**config.mk**
```make
export PLATFORM = sky130hd
export DESIGN_NAME = sfp_reset_sequencer
export DESIGN_NICKNAME = d
export VERILOG_FILES = /design/src/rtl/sfp_reset_sequencer.sv
export SDC_FILE = /design/constraint.sdc
export NUM_CORES = 1
export LEC_CHECK = 0
export ABC_AREA = 1
export BUFFER_PORTS_ARGS = -buffer_cell sky130_fd_sc_hd__buf_4
export CELL_PAD_IN_SITES_DETAIL_PLACEMENT = 2
export CELL_PAD_IN_SITES_GLOBAL_PLACEMENT = 2
export CORE_MARGIN = 2
export CORE_UTILIZATION = 38
export CTS_BUF_LIST = sky130_fd_sc_hd__clkbuf_8
export CTS_CLUSTER_DIAMETER = 150
export CTS_CLUSTER_SIZE = 30
export DETAILED_ROUTE_END_ITERATION = 10
export PLACE_DENSITY_LB_ADDON = 0.1
export REMOVE_ABC_BUFFERS = 1
export SYNTH_ARGS = -nofsm -noshare
export SYNTH_HDL_FRONTEND = slang
export SYNTH_SLANG_ARGS = --single-unit
```
**constraint.sdc**
```tcl
create_clock -name clk -period 4.1 [get_ports clk]
set_input_delay 0.41 -clock clk [delete_from_list [all_inputs] [get_ports clk]]
set_output_delay 0.41 -clock clk [all_outputs]
set_load 0.01 [all_outputs]
```
**src/rtl/sfp_reset_sequencer.sv**
```systemverilog
// SFP transceiver reset sequencer: PLL lock -> PHY reset release -> MAC reset release -> RUN.
// Optional PHY-ready watchdog with FAULT back-off is enabled by defining SFP_RST_WATCHDOG_EN.
module sfp_reset_sequencer #(
    parameter int unsigned SYNC_DEPTH     = 2,
    parameter int unsigned HOLD_CYCLES    = 256,
    parameter int unsigned TIMEOUT_CYCLES = 65536
) (
    input  logic       clk,
    input  logic       rst_n,
    input  logic       pll_locked,
    input  logic       phy_done,
    input  logic       sw_reset,
    output logic       phy_rst,
    output logic       mac_rst,
    output logic       link_ready,
    output logic [2:0] state,
    output logic [7:0] retry_cnt
);

    localparam logic [2:0] StWaitLock = 3'd0;
    localparam logic [2:0] StHold     = 3'd1;
    localparam logic [2:0] StPhyWait  = 3'd2;
    localparam logic [2:0] StMacHold  = 3'd3;
    localparam logic [2:0] StRun      = 3'd4;
    localparam logic [2:0] StFault    = 3'd5;

    localparam int unsigned CntMax = (HOLD_CYCLES > TIMEOUT_CYCLES) ? HOLD_CYCLES
                                                                     : TIMEOUT_CYCLES;
    localparam int unsigned CntW   = $clog2(CntMax + 1);

    localparam logic [CntW-1:0] HoldLast = CntW'(HOLD_CYCLES - 1);
    localparam logic [CntW-1:0] CntSat   = CntW'(CntMax);
`ifdef SFP_RST_WATCHDOG_EN
    localparam logic [CntW-1:0] TimeoutLast = CntW'(TIMEOUT_CYCLES - 1);
`endif

    (* ASYNC_REG = "TRUE" *) logic [SYNC_DEPTH-1:0] lock_sync_q;
    (* ASYNC_REG = "TRUE" *) logic [SYNC_DEPTH-1:0] done_sync_q;
    logic lock_s;
    logic done_s;

    logic [2:0]      state_q, state_d;
    logic [CntW-1:0] cnt_q, cnt_d;
    logic            phy_rst_q, phy_rst_d;
    logic            mac_rst_q, mac_rst_d;
    logic            link_q, link_d;
    logic            counting;

    always_ff @(posedge clk or negedge rst_n) begin
        if (!rst_n) begin
            lock_sync_q <= '0;
            done_sync_q <= '0;
        end else begin
            lock_sync_q <= {lock_sync_q[SYNC_DEPTH-2:0], pll_locked};
            done_sync_q <= {done_sync_q[SYNC_DEPTH-2:0], phy_done};
        end
    end

    assign lock_s = lock_sync_q[SYNC_DEPTH-1];
    assign done_s = done_sync_q[SYNC_DEPTH-1];

    // sw_reset dominates; loss of lock beats expiry or done_s in every timed state.
    always_comb begin
        state_d = state_q;
        if (sw_reset) begin
            state_d = StWaitLock;
        end else begin
            case (state_q)
                StWaitLock: begin
                    if (lock_s) state_d = StHold;
                end
                StHold: begin
                    if (!lock_s)                state_d = StWaitLock;
                    else if (cnt_q == HoldLast) state_d = StPhyWait;
                end
                StPhyWait: begin
                    if (!lock_s)     state_d = StWaitLock;
                    else if (done_s) state_d = StMacHold;
`ifdef SFP_RST_WATCHDOG_EN
                    else if (cnt_q == TimeoutLast) state_d = StFault;
`endif
                end
                StMacHold: begin
                    if (!lock_s)                state_d = StWaitLock;
                    else if (cnt_q == HoldLast) state_d = StRun;
                end
                StRun: begin
                    if (!lock_s || !done_s) state_d = StWaitLock;
                end
                StFault: begin
`ifdef SFP_RST_WATCHDOG_EN
                    if (cnt_q == HoldLast) state_d = StWaitLock;
`else
                    state_d = StWaitLock;
`endif
                end
                default: state_d = StWaitLock;
            endcase
        end
    end

    assign counting = (state_q == StHold) || (state_q == StPhyWait) ||
                      (state_q == StMacHold) || (state_q == StFault);

    // Saturating dwell counter, restarted on every state change.
    always_comb begin
        cnt_d = cnt_q;
        if (state_d != state_q) begin
            cnt_d = '0;
        end else if (counting && (cnt_q != CntSat)) begin
            cnt_d = cnt_q + 1'b1;
        end
    end

    always_comb begin
        phy_rst_d = !((state_d == StPhyWait) || (state_d == StMacHold) || (state_d == StRun));
        mac_rst_d = (state_d != StRun);
        link_d    = (state_d == StRun);
    end

    always_ff @(posedge clk or negedge rst_n) begin
        if (!rst_n) begin
            state_q   <= StWaitLock;
            cnt_q     <= '0;
            phy_rst_q <= 1'b1;
            mac_rst_q <= 1'b1;
            link_q    <= 1'b0;
        end else begin
            state_q   <= state_d;
            cnt_q     <= cnt_d;
            phy_rst_q <= phy_rst_d;
            mac_rst_q <= mac_rst_d;
            link_q    <= link_d;
        end
    end

`ifdef SFP_RST_WATCHDOG_EN
    logic [7:0] retry_q, retry_d;

    always_comb begin
        retry_d = retry_q;
        if ((state_q == StPhyWait) && (state_d == StFault) && (retry_q != 8'hFF)) begin
            retry_d = retry_q + 8'd1;
        end
    end

    always_ff @(posedge clk or negedge rst_n) begin
        if (!rst_n) begin
            retry_q <= 8'd0;
        end else begin
            retry_q <= retry_d;
        end
    end

    assign retry_cnt = retry_q;
`else
    assign retry_cnt = 8'd0;
`endif

    assign state      = state_q;
    assign phy_rst    = phy_rst_q;
    assign mac_rst    = mac_rst_q;
    assign link_ready = link_q;

endmodule
```
## Yosys cells after proc, flatten, opt, wreduce, memory -nomap -nowiden

Index checks and enable logic that the tools add are counted.

- Word-level logic and storage cells: 44
- Output and inout port bits: 14
- Bits in registers: 27

- Add/sub/neg operators: 1
- Equal/unequal tests: 12
- Reduce and logical (&&, ||, !) cells: 12
- Muxes and demuxes: 12

Operator list:

| kind | number |
|---|---|
| 17-bit 2-to-1 mux | 2 |
| 3-bit 2-to-1 mux | 9 |
| 17-bit by 1-bit adder with 17-bit output (second input constant) | 1 |
| 17-bit by 8-bit equality test with 1-bit output (second input constant) | 1 |
| 17-bit != test (second input constant) | 1 |
| 3-bit case mux with 5 select lines | 1 |
| 3-bit by 2-bit equality test with 1-bit output (second input constant) | 4 |
| 3-bit equality test (second input constant) | 3 |
| 1-bit logical OR | 6 |
| 3-bit by 1-bit equality test with 1-bit output (second input constant) | 1 |
| 1-bit zero test | 3 |
| 3-bit zero test | 1 |
| 3-bit != test | 1 |
| 3-bit != test (second input constant) | 1 |
| 2-bit nonzero test | 1 |
| 1-bit logical AND | 1 |

## Depth between registers and ports, before layout

Gate-level depths: netlist (run 1).

- Word-level depth: 9
- Mapped depth: 15
- Depth with buffers taken out: 14

## Least setup slack after synthesis (run 1)

No wires, ideal clock.

- Path type: register to register
- Start point: register cnt_q[0]
- End point: register cnt_q[8]
- Cell stages (with the launch flop): 16
- Path slack: 2.366 ns
- Required time: 3.976 ns
- Arrival: 1.609 ns
- Cells stage by stage: dfrtp_1 -> ha_1 -> nand2_2 -> nor2_4 -> nand2_2 -> nor2_4 -> nand3_2 -> nand2_1 -> nand2_1 -> nand2_1 -> nand2_1 -> nand2_1 -> nor2_2 -> nand2_2 -> buf_12 -> nor2_4

- Longest elaborated chain between the ends: 7
- Elaborated cells on any way between the ends: 14
- Those cells by class: 1 x add/sub; 3 x eq/ne; 8 x mux; 2 x reduce/logical

Ends and longest elaborated chain:

| element | RTL line | source |
|---|---|---|
| start, declared | 43 | `logic [CntW-1:0] cnt_q, cnt_d;` |
| start signal, assigned | 130 | `cnt_q <= cnt_d;` |
| 17-bit by 8-bit equality test with 1-bit output | 74, 85 |  |
| 3-bit 2-to-1 mux (on tied branches) | 85, 74 |  |
| 3-bit 2-to-1 mux (on tied branches) | 84, 73 |  |
| 3-bit case mux with 5 select lines | 68 | `case (state_q)` |
| 3-bit 2-to-1 mux | 65 | `if (sw_reset) begin` |
| 3-bit != test | 108 | `if (state_d != state_q) begin` |
| 17-bit 2-to-1 mux or 2-bit nonzero test (tied branches) | -- |  |

Several ways; a longest one is shown, not always the timed one. The select of a mux whose other input is x is not followed.
A chain may end at the register's enable or synchronous reset.

## Final worst setup path (run 1)

- Start point: register cnt_q[0]
- End point: register cnt_q[5]

Same word-level chain as after synthesis.

==> impl_metrics.tcl, run 1 <==
set metrics [dict create \
    nets 208 \
    regToRegStartpoint "cnt_q[0]" \
    yosys_warnings 0 \
    synth-edff-count 0 \
    clock-sinks 27 \
    rsz0062_at_grt "no" \
    synthArstFlopShare 1.000 \
    synthCells 188 \
    startpoint_type "flop" \
    cts_made_buffers 3 \
    timing.slew.headroom 0.6458 \
    setup_viol 0 \
    finClkSkew_ns 0.003090 \
    drtPass1Iterations 4 \
    cp_top_family "simple AND/OR/NAND/NOR gates" \
    fin_crit_sh 0.5274 \
    netlist_area_mm2 0.001534 \
    final.min_clock_period_ns 2.162 \
    cts_tree "built" \
    clk_path_buf_depth 2 \
    synth_ff_type "dfrtp_1" \
    viasPerCell 4.792 \
    track_usage 0.1901 \
    clk_pin_slew_worst_paths_ns 0.10 \
    grt_pass1_vias 1304 \
    syn_avg_cell_area_um2 8.159 \
    vdd_drop_max_uv 202.5 \
    cp.required_ns 4.25 \
    grt_overflow 0 \
    dieArea_mm2 0.004561 \
    setup_tns_ns 0 \
    antenna_found_initial 0 \
    ys_types 23 \
    placementRows 23 \
    reg2reg_depth 12 \
    grt_pass1_wl_um 6403 \
    finalHoldViolations 0 \
    initial_core_util 0.3891 \
    finalWorstSetupSlack_ns 1.938 \
    final_layout_size_suffix_gt1_frac 0.2100 \
    cp_max_fo 17 \
    drt_iter0_markers 30 \
    tightest_slew_ns 0.5294 \
    crit_type "reg2reg" \
    vias 1198 \
    max_freq_mhz 462.4 \
    num-fill-cells 453 \
    cts_hold_buffers 0 \
    p_per_area_mw_per_mm2 288.6 \
    grt_max_degree 28 \
    use_met2 0.3223 \
    rrSetupSlack_ns 1.94 \
    power_mw 0.4810 \
    cts_max_level 1 \
    ctsResizeCount 0 \
    gp_congestion 0.7905 \
    insertion_delay_ns 0.27 \
    path_buf_inv 0 \
    die_width_um 67.54 \
    hold_path.class "in2async" \
    drt_wl_total_um 3816 \
    end_kind "flop" \
    drc 0 \
    met1_usage 0.2578 \
    coreArea_mm2 0.003943 \
    top_usage_layer "met2" \
    path_cells "ha_1, nand2_2, nor2_4, nand2_2, nor2_4, nand3_2, nor2_1, nor2_1, nor2_2, nor2_2, nand2_2, nor2_1" \
    drtAntennaViolNets 0 \
    crit_path_max_incr_delay_ns 0.42 \
    io_pins 19 \
    wl_per_cell_um 15.26 \
    place_ws_ns 1.942 \
    ys_seq_area_frac 0.4421 \
    die_y_um 67.54 \
    num_antenna_cells 0 \
    syn_to_final_growth_pct 8.646 \
    max_cap_violations 0 \
    io_buffers 10 \
    cellLeakagePower_nw 0.7897 \
    cp.arrival_ns 2.31 \
    use_met3 0.03167 \
    cts-root-buf "clkbuf_8" \
    cts_setup_buffers 0 \
    hpwlAfterDp_um 2881 \
    maxSlewViolCount 0 \
    cpMaxStageDelayCell "dfrtp_1" \
    r2r_end "cnt_q[5]" \
    ys_ff_latch 27 \
    status "finished, final reports clean" \
]
==> report_power, final <==
| part | switching (mW) | internal [mW] |
|---|---|---|
| clock network | 0.0903 | 0.0690 |
| logic | 0.0312 | 0.0124 |
| registers | 0.00596 | 0.272 |
==> cells by family (layout without fill, tap and decap cells) <==
| kind of cell | count (synthesis) | count (layout) | synth area share |
|---|---|---|---|
| flops | 27 | 27 | 0.4421 |
| simple gates | 108 | 108 | 0.3344 |
| xor+xnor | 14 | 14 | 0.07994 |
| other cells | 1 | 8 | 0.002445 |
| buf+inv | 31 | 36 | 0.1060 |
| compound gates | 5 | 5 | 0.01876 |
| fa+ha+maj | 2 | 2 | 0.01631 |
==> flip-flops by register name (all words and copies together) (netlist names) <==
signal and flops:
done_sync_q 2, cnt_q 17, mac_rst 1, phy_rst 1, state 3, lock_sync_q 2
link_ready 1
==> cell type report <==
cell class / count / area (um^2) / share of cell area
well taps: 50 / 62.56 / 0.03754
clock inverters: 1 / 7.507 / 0.004505
repair buffers: 10 / 75.07 / 0.04505
clock buffers: 3 / 41.29 / 0.02477
flip-flops and latches: 27 / 678.2 / 0.4069
multi-input cells: 137 / 719.4 / 0.4317
inverters: 22 / 82.58 / 0.04955
==> routing by layer <==
| layer | wire [um] | up-vias |
|---|---|---|
| li1 | - | 584 |
| met1 | 1767 | 597 |
| met2 | 1936 | 15 |
| met3 | 95 | 2 |
| met4 | 17 | 0 |
| met5 | 0 | - |
==> cells in the mapped netlist, drive strengths merged (2+ instances only) <==
cell	n	share of area
nand2	40	0.10
nand4	5	0.020
inv	22	0.054
xor2	11	0.063
dfrtp	25	0.41
nand3	14	0.049
xnor2	3	0.017
ha	2	0.016
dfstp	2	0.034
buf	9	0.052
o21ai	4	0.015
nor2	45	0.15
nor3	3	0.0098
==> cell usage in the layout (no fill, tap or decap) <==
cell type	instances
nand2_2	3
nand2_1	37
clkinvlp_4	1
nand3_2	1
dfrtp_1	25
nand3_1	13
o21ai_0	3
dfstp_2	2
buf_4	10
conb_1	8
nor3_1	3
o21ai_2	1
nand4_1	5
xor2_1	11
a21oi_1	1
nor2_1	28
nand3b_1	1
inv_1	18
xnor2_1	3
nor2_2	14
ha_1	2
inv_2	4
nor2_4	3
clkbuf_8	3
==> metrics by stage <==
| step | hold slack, ns | util | instance area [um^2] | instances |
|---|---|---|---|---|
| 2_1_floorplan | 0.1144 | - | 1480 | 186 |
| 3_3_place_gp | 0.3345 | 0.4103 | 1618 | 246 |
| 3_5_place_dp | 0.3411 | 0.4103 | 1618 | 246 |
| 4_1_cts | 0.04776 | 0.4227 | 1667 | 250 |
| 5_1_grt | 0.04776 | 0.4227 | 1667 | 250 |
| 6_report | 0.03164 | 0.4227 | 1667 | 250 |
==> worst max path at each step <==
stage          startpoint        to  slack (ns)  cells past startpoint
6_report         cnt_q[0]  cnt_q[5]        1.94                     12
5_1_grt          cnt_q[0]  cnt_q[0]        1.77                     12
4_1_cts          cnt_q[0]  cnt_q[5]        1.91                     12
3_5_place_dp     cnt_q[0]  cnt_q[0]        1.94                     12
3_3_place_gp     cnt_q[0]  cnt_q[0]        2.06                     12
2_1_floorplan    cnt_q[0]  cnt_q[0]        2.33                     14
==> worst reg2reg max path: stages (launching register included) <==
cell	delay (ns)
dfrtp_1	0.42
ha_1	0.23
nand2_2	0.09
nor2_4	0.10
nand2_2	0.08
nor2_4	0.10
nand3_2	0.08
nor2_1	0.19
nor2_1	0.07
nor2_2	0.11
nor2_2	0.06
nand2_2	0.40
nor2_1	0.11
No activity file was read; power rests on OpenSTA's default activity.
==> run 2: changes to the inputs <==
--- a/config.mk
+++ b/config.mk
@@ -10,7 +10,7 @@
 export CELL_PAD_IN_SITES_DETAIL_PLACEMENT = 2
 export CELL_PAD_IN_SITES_GLOBAL_PLACEMENT = 2
 export CORE_MARGIN = 2
-export CORE_UTILIZATION = 38
+export CORE_UTILIZATION = 32
 export CTS_BUF_LIST = sky130_fd_sc_hd__clkbuf_8
 export CTS_CLUSTER_DIAMETER = 150
 export CTS_CLUSTER_SIZE = 30
==> constraint.sdc (replaced) <==
create_clock -name clk -period 1.8 [get_ports clk]
set_input_delay 0.18 -clock clk [delete_from_list [all_inputs] [get_ports clk]]
set_output_delay 0.18 -clock clk [all_outputs]
set_load 0.01 [all_outputs]
==> impl_metrics.tcl, run 2 (synthesis gave the netlist of run 1 again) <==
set metrics [dict create \
    status "complete, but fails checks" \
    violations "setup timing" \
    rrSetupSlack_ns -0.16 \
    worst_hold_slack_ns 0.01086 \
    antenna_found_initial 0 \
    largest_reg_flops 17 \
    grt_pass1_wl_um 7431 \
    placed_cell_area_mm2 0.001770 \
    cellLeakagePower_nw 0.9575 \
    r2r_end "cnt_q[5]" \
    nets 235 \
    dp_cells 268 \
    regToRegStartpoint "cnt_q[0]" \
    grt_max_degree 28 \
    cts-root-buf "clkbuf_8" \
    placementRows 25 \
    final.min_clock_period_ns 1.958 \
    finClkSkew_ns 0.01003 \
    drt_wl_total_um 4686 \
    met1_usage 0.2041 \
    use_met2 0.3493 \
    top_usage_layer "met2" \
    track_usage 0.1831 \
    drtPass1Iterations 3 \
    cts_made_buffers 3 \
    dieArea_mm2 0.005363 \
    final_common_cell "buf_4" \
    min_from "phy_done" \
    insertion_delay_ns 0.28 \
    max_freq_mhz 510.6 \
    finalHoldViolations 0 \
    hpwlAfterDp_um 3382 \
    cts_max_level 1 \
    finalInstanceArea_mm2 0.002019 \
    clk_pin_slew_worst_paths_ns 0.10 \
    cp.arrival_ns 2.14 \
    final_layout_size_suffix_gt1_frac 0.4009 \
    vias 1360 \
    clock-sinks 27 \
    power_mw 1.163 \
    die_width_um 73.24 \
    holdPathEnd "done_sync_q[0]" \
    num-fill-cells 536 \
    coreArea_mm2 0.004661 \
    viasPerCell 4.840 \
    drc 0 \
    drt_iter0_markers 20 \
    end_kind "flop" \
    clk_path_buf_depth 2 \
    rsz0062_at_grt "yes" \
    grt_pass1_vias 1560 \
    syn_to_final_growth_pct 31.65 \
    initial_core_util 0.3291 \
    hold_path.class "in2reg" \
    setup_viol 17 \
    crit_type "reg2reg" \
    max_cap_violations 0 \
    reg2reg_depth 12 \
    final_cell_mix "33 x buf_4, 29 x nand2_1, 25 x dfrtp_1" \
    fin_util 0.4333 \
    place_ws_ns -0.07636 \
    cts_tree "built" \
    cp_max_fo 3 \
    grt_overflow 0 \
    fin_crit_sh 1.088 \
    maxSlewViolCount 0 \
    vdd_drop_max_uv 262.8 \
    wl_per_cell_um 16.68 \
    gp_congestion 0.7527 \
    drtAntennaViolNets 0 \
    startpoint_type "flop" \
    use_met3 0.02486 \
    cp.required_ns 1.98 \
    num_antenna_cells 0 \
    top_register "cnt_q" \
    setup_tns_ns -1.774 \
    io_buffers 10 \
    die_y_um 73.24 \
    io_pins 19 \
    final_cells 281 \
    hold_depth 1 \
    p_per_area_mw_per_mm2 575.9 \
    finalWorstSetupSlack_ns -0.1585 \
]
[run 2: timing repair]
action,CTS,global route
pin swaps,0,9
hold buffers,1,1
setup buffers,0,7
resized for setup,3,29
cloned,0,1
endpoints found under the hold margin,25,1
setup endpoints to repair,17,17
[run 2: metal layers]
metal	vias up	wire, um	part of all wire
met3	6	70	0.015
met2	16	2639	0.56
met4	0	74	0.016
li1	641	-	-
met5	-	0	0
met1	697	1901	0.41
[run 2: worst max-delay path, cell delays in order, from the launching register on]
cell,delay [ns]
dfrtp_1,0.40
buf_4,0.13
buf_4,0.13
inv_1,0.06
ha_2,0.17
nand3_2,0.09
nor2_2,0.13
nand2_2,0.08
nand4_1,0.18
buf_4,0.14
buf_4,0.09
xor2_1,0.17
nor2_2,0.06
[run 2: cell type report]
type | count | area (um^2) | area share
multi-input cells | 137 | 829.5 | 0.4108
inverters | 22 | 85.08 | 0.04213
clock inverters | 1 | 5.005 | 0.002478
repair buffers | 37 | 312.8 | 0.1549
clock buffers | 3 | 41.29 | 0.02045
flip-flops and latches | 27 | 678.2 | 0.3358
well taps | 54 | 67.56 | 0.03346
[run 2: worst max path at each step]
stage / startpoint / depth (start not counted) / end
2_1_floorplan: cnt_q[0] / 14 / cnt_q[0]
3_3_place_gp: cnt_q[0] / 12 / cnt_q[8]
3_5_place_dp: cnt_q[0] / 15 / cnt_q[3]
4_1_cts: cnt_q[0] / 15 / cnt_q[5]
5_1_grt: cnt_q[0] / 12 / cnt_q[5]
6_report: cnt_q[0] / 12 / cnt_q[5]
[run 2: where the power goes]
group	switching [mW]	internal, mW
Sequential	0.00997	0.620
Clock	0.200	0.155
Combinational	0.101	0.0765
Total	0.311	0.852
==> run 3: changes to the inputs <==
--- a/config.mk
+++ b/config.mk
@@ -10,7 +10,7 @@
 export CELL_PAD_IN_SITES_DETAIL_PLACEMENT = 2
 export CELL_PAD_IN_SITES_GLOBAL_PLACEMENT = 2
 export CORE_MARGIN = 2
-export CORE_UTILIZATION = 32
+export CORE_UTILIZATION = 35
 export CTS_BUF_LIST = sky130_fd_sc_hd__clkbuf_8
 export CTS_CLUSTER_DIAMETER = 150
 export CTS_CLUSTER_SIZE = 30
==> constraint.sdc (replaced) <==
create_clock -name clk -period 2.1 [get_ports clk]
set_input_delay 0.21 -clock clk [delete_from_list [all_inputs] [get_ports clk]]
set_output_delay 0.21 -clock clk [all_outputs]
set_load 0.1 [all_outputs]
==> impl_metrics.tcl, run 3 (synthesis gave the netlist of run 1 again) <==
set metrics [dict create \
    cts_made_buffers 3 \
    crit_type "reg2reg" \
    vdd_drop_max_uv 297.6 \
    final_layout_size_suffix_gt1_frac 0.2330 \
    placementRows 24 \
    final.min_clock_period_ns 1.896 \
    die_width_um 70.20 \
    drtAntennaViolNets 0 \
    cp.arrival_ns 2.07 \
    finClkSkew_ns 0.004716 \
    clock-sinks 27 \
    max_cap_violations 0 \
    grt_pass1_vias 1345 \
    insertion_delay_ns 0.28 \
    finalHoldViolations 0 \
    io_pins 19 \
    maxSlewViolCount 0 \
    syn_to_final_growth_pct 12.89 \
    end_kind "flop" \
    p_per_area_mw_per_mm2 588.6 \
    drtPass1Iterations 3 \
    drc 0 \
    placed_cell_area_mm2 0.001655 \
    initial_core_util 0.3572 \
    wl_per_cell_um 14.35 \
    viasPerCell 4.744 \
    setup_viol 0 \
    gp_congestion 0.7944 \
    worst_hold_slack_ns 0.03046 \
    finalInstanceArea_mm2 0.001732 \
    cp_max_fo 5 \
    cts_tree "built" \
    startpoint_type "flop" \
    hpwlAfterDp_um 2908 \
    nets 214 \
    vias 1224 \
    top_register "cnt_q" \
    dp_cells 251 \
    cts-root-buf "clkbuf_8" \
    clk_pin_slew_worst_paths_ns 0.10 \
    final_cell_mix "37 x nand2_1, 28 x nor2_1, 25 x dfrtp_1" \
    hold_path.class "in2reg" \
    status "finished, final reports clean" \
    grt_max_degree 28 \
    cts_max_level 1 \
    coreArea_mm2 0.004294 \
    final_common_cell "nand2_1" \
    grt_overflow 0 \
    fin_crit_sh 0.9027 \
    io_buffers 10 \
    final_cells 258 \
    setup_tns_ns 0 \
    track_usage 0.1698 \
    dieArea_mm2 0.004928 \
    drt_iter0_markers 25 \
    power_mw 1.019 \
    clk_path_buf_depth 2 \
    cellLeakagePower_nw 0.8202 \
    drt_wl_total_um 3702 \
    grt_pass1_wl_um 6582 \
    largest_reg_flops 17 \
    cp.required_ns 2.28 \
    num-fill-cells 512 \
    max_freq_mhz 527.5 \
    die_y_um 70.20 \
    num_antenna_cells 0 \
    antenna_found_initial 0 \
]
run 3: cell count changes in the layout (fill, tap and decap cells not counted), moves of 2 or more:
cell / previous run / this run
nand3_2: 3 / 1
nor2_4: 7 / 3
nor2_1: 18 / 28
nand3_1: 10 / 13
nor2_2: 20 / 14
nand2_4: 2 / 0
buf_4: 33 / 14
nand2_2: 9 / 3
nand2_1: 29 / 37
run 3: critical path, cell delays in order (launching register included):
cell	delay, ns
dfrtp_1	0.41
buf_4	0.13
inv_1	0.03
ha_1	0.18
nand3_1	0.08
nor2_1	0.05
nand2_1	0.08
nand4_1	0.14
nor2_1	0.35
nand2_1	0.11
xor2_1	0.19
nor2_2	0.06
run 3: final cells by class:
class                           count  area (um^2)  share of cell area
Timing Repair Buffer               16        135.1             0.07803
Sequential cell                    27        678.2              0.3916
Inverter                           22        82.58             0.04769
Multi-Input combinational cell    137        721.9              0.4169
Tap cell                           52        65.06             0.03757
Clock buffer                        3        41.29             0.02384
Clock inverter                      1        7.507            0.004335
run 3: worst paths after layout:
path | endpoint | startpoint | slack (ns) | depth (start not counted)
hold / removal | lock_sync_q[0] | pll_locked | 0.03 | 1
min in group asynchronous | state[0] | rst_n | 0.38 | 2
hold reg to reg | lock_sync_q[1] | lock_sync_q[0] | 0.36 | 0
setup / recovery | cnt_q[9] | cnt_q[0] | 0.20 | 11
max in group asynchronous | phy_rst | rst_n | 1.41 | 2
setup reg to reg | cnt_q[9] | cnt_q[0] | 0.20 | 11
run 3: layer usage:
layer / wire [um] / global-route usage
met1: 1685 / 0.2242
met4: 39 / 0.04487
met2: 1910 / 0.2899
met5: 0 / 0
met3: 66 / 0.02597
run 3: through the flow:
stage | util | worst slack, ns
6_report | 0.4033 | 0.2043
4_1_cts | 0.3992 | 0.1518
2_1_floorplan | - | -0.2132
3_5_place_dp | 0.3855 | 0.1708
3_3_place_gp | 0.3855 | 0.2671
5_1_grt | 0.4033 | -0.002589
run 3: power by group:
group          switching [mW]  internal (mW)
logic                   0.128         0.0424
clock network           0.171          0.135
registers              0.0111          0.531
run 3: repair_timing:
item	in CTS	in global routing
hold buffers	1	0
setup buffers	0	2
gates resized for setup	0	1
hold endpoints to repair	25	0
endpoints found under the setup margin	0	8
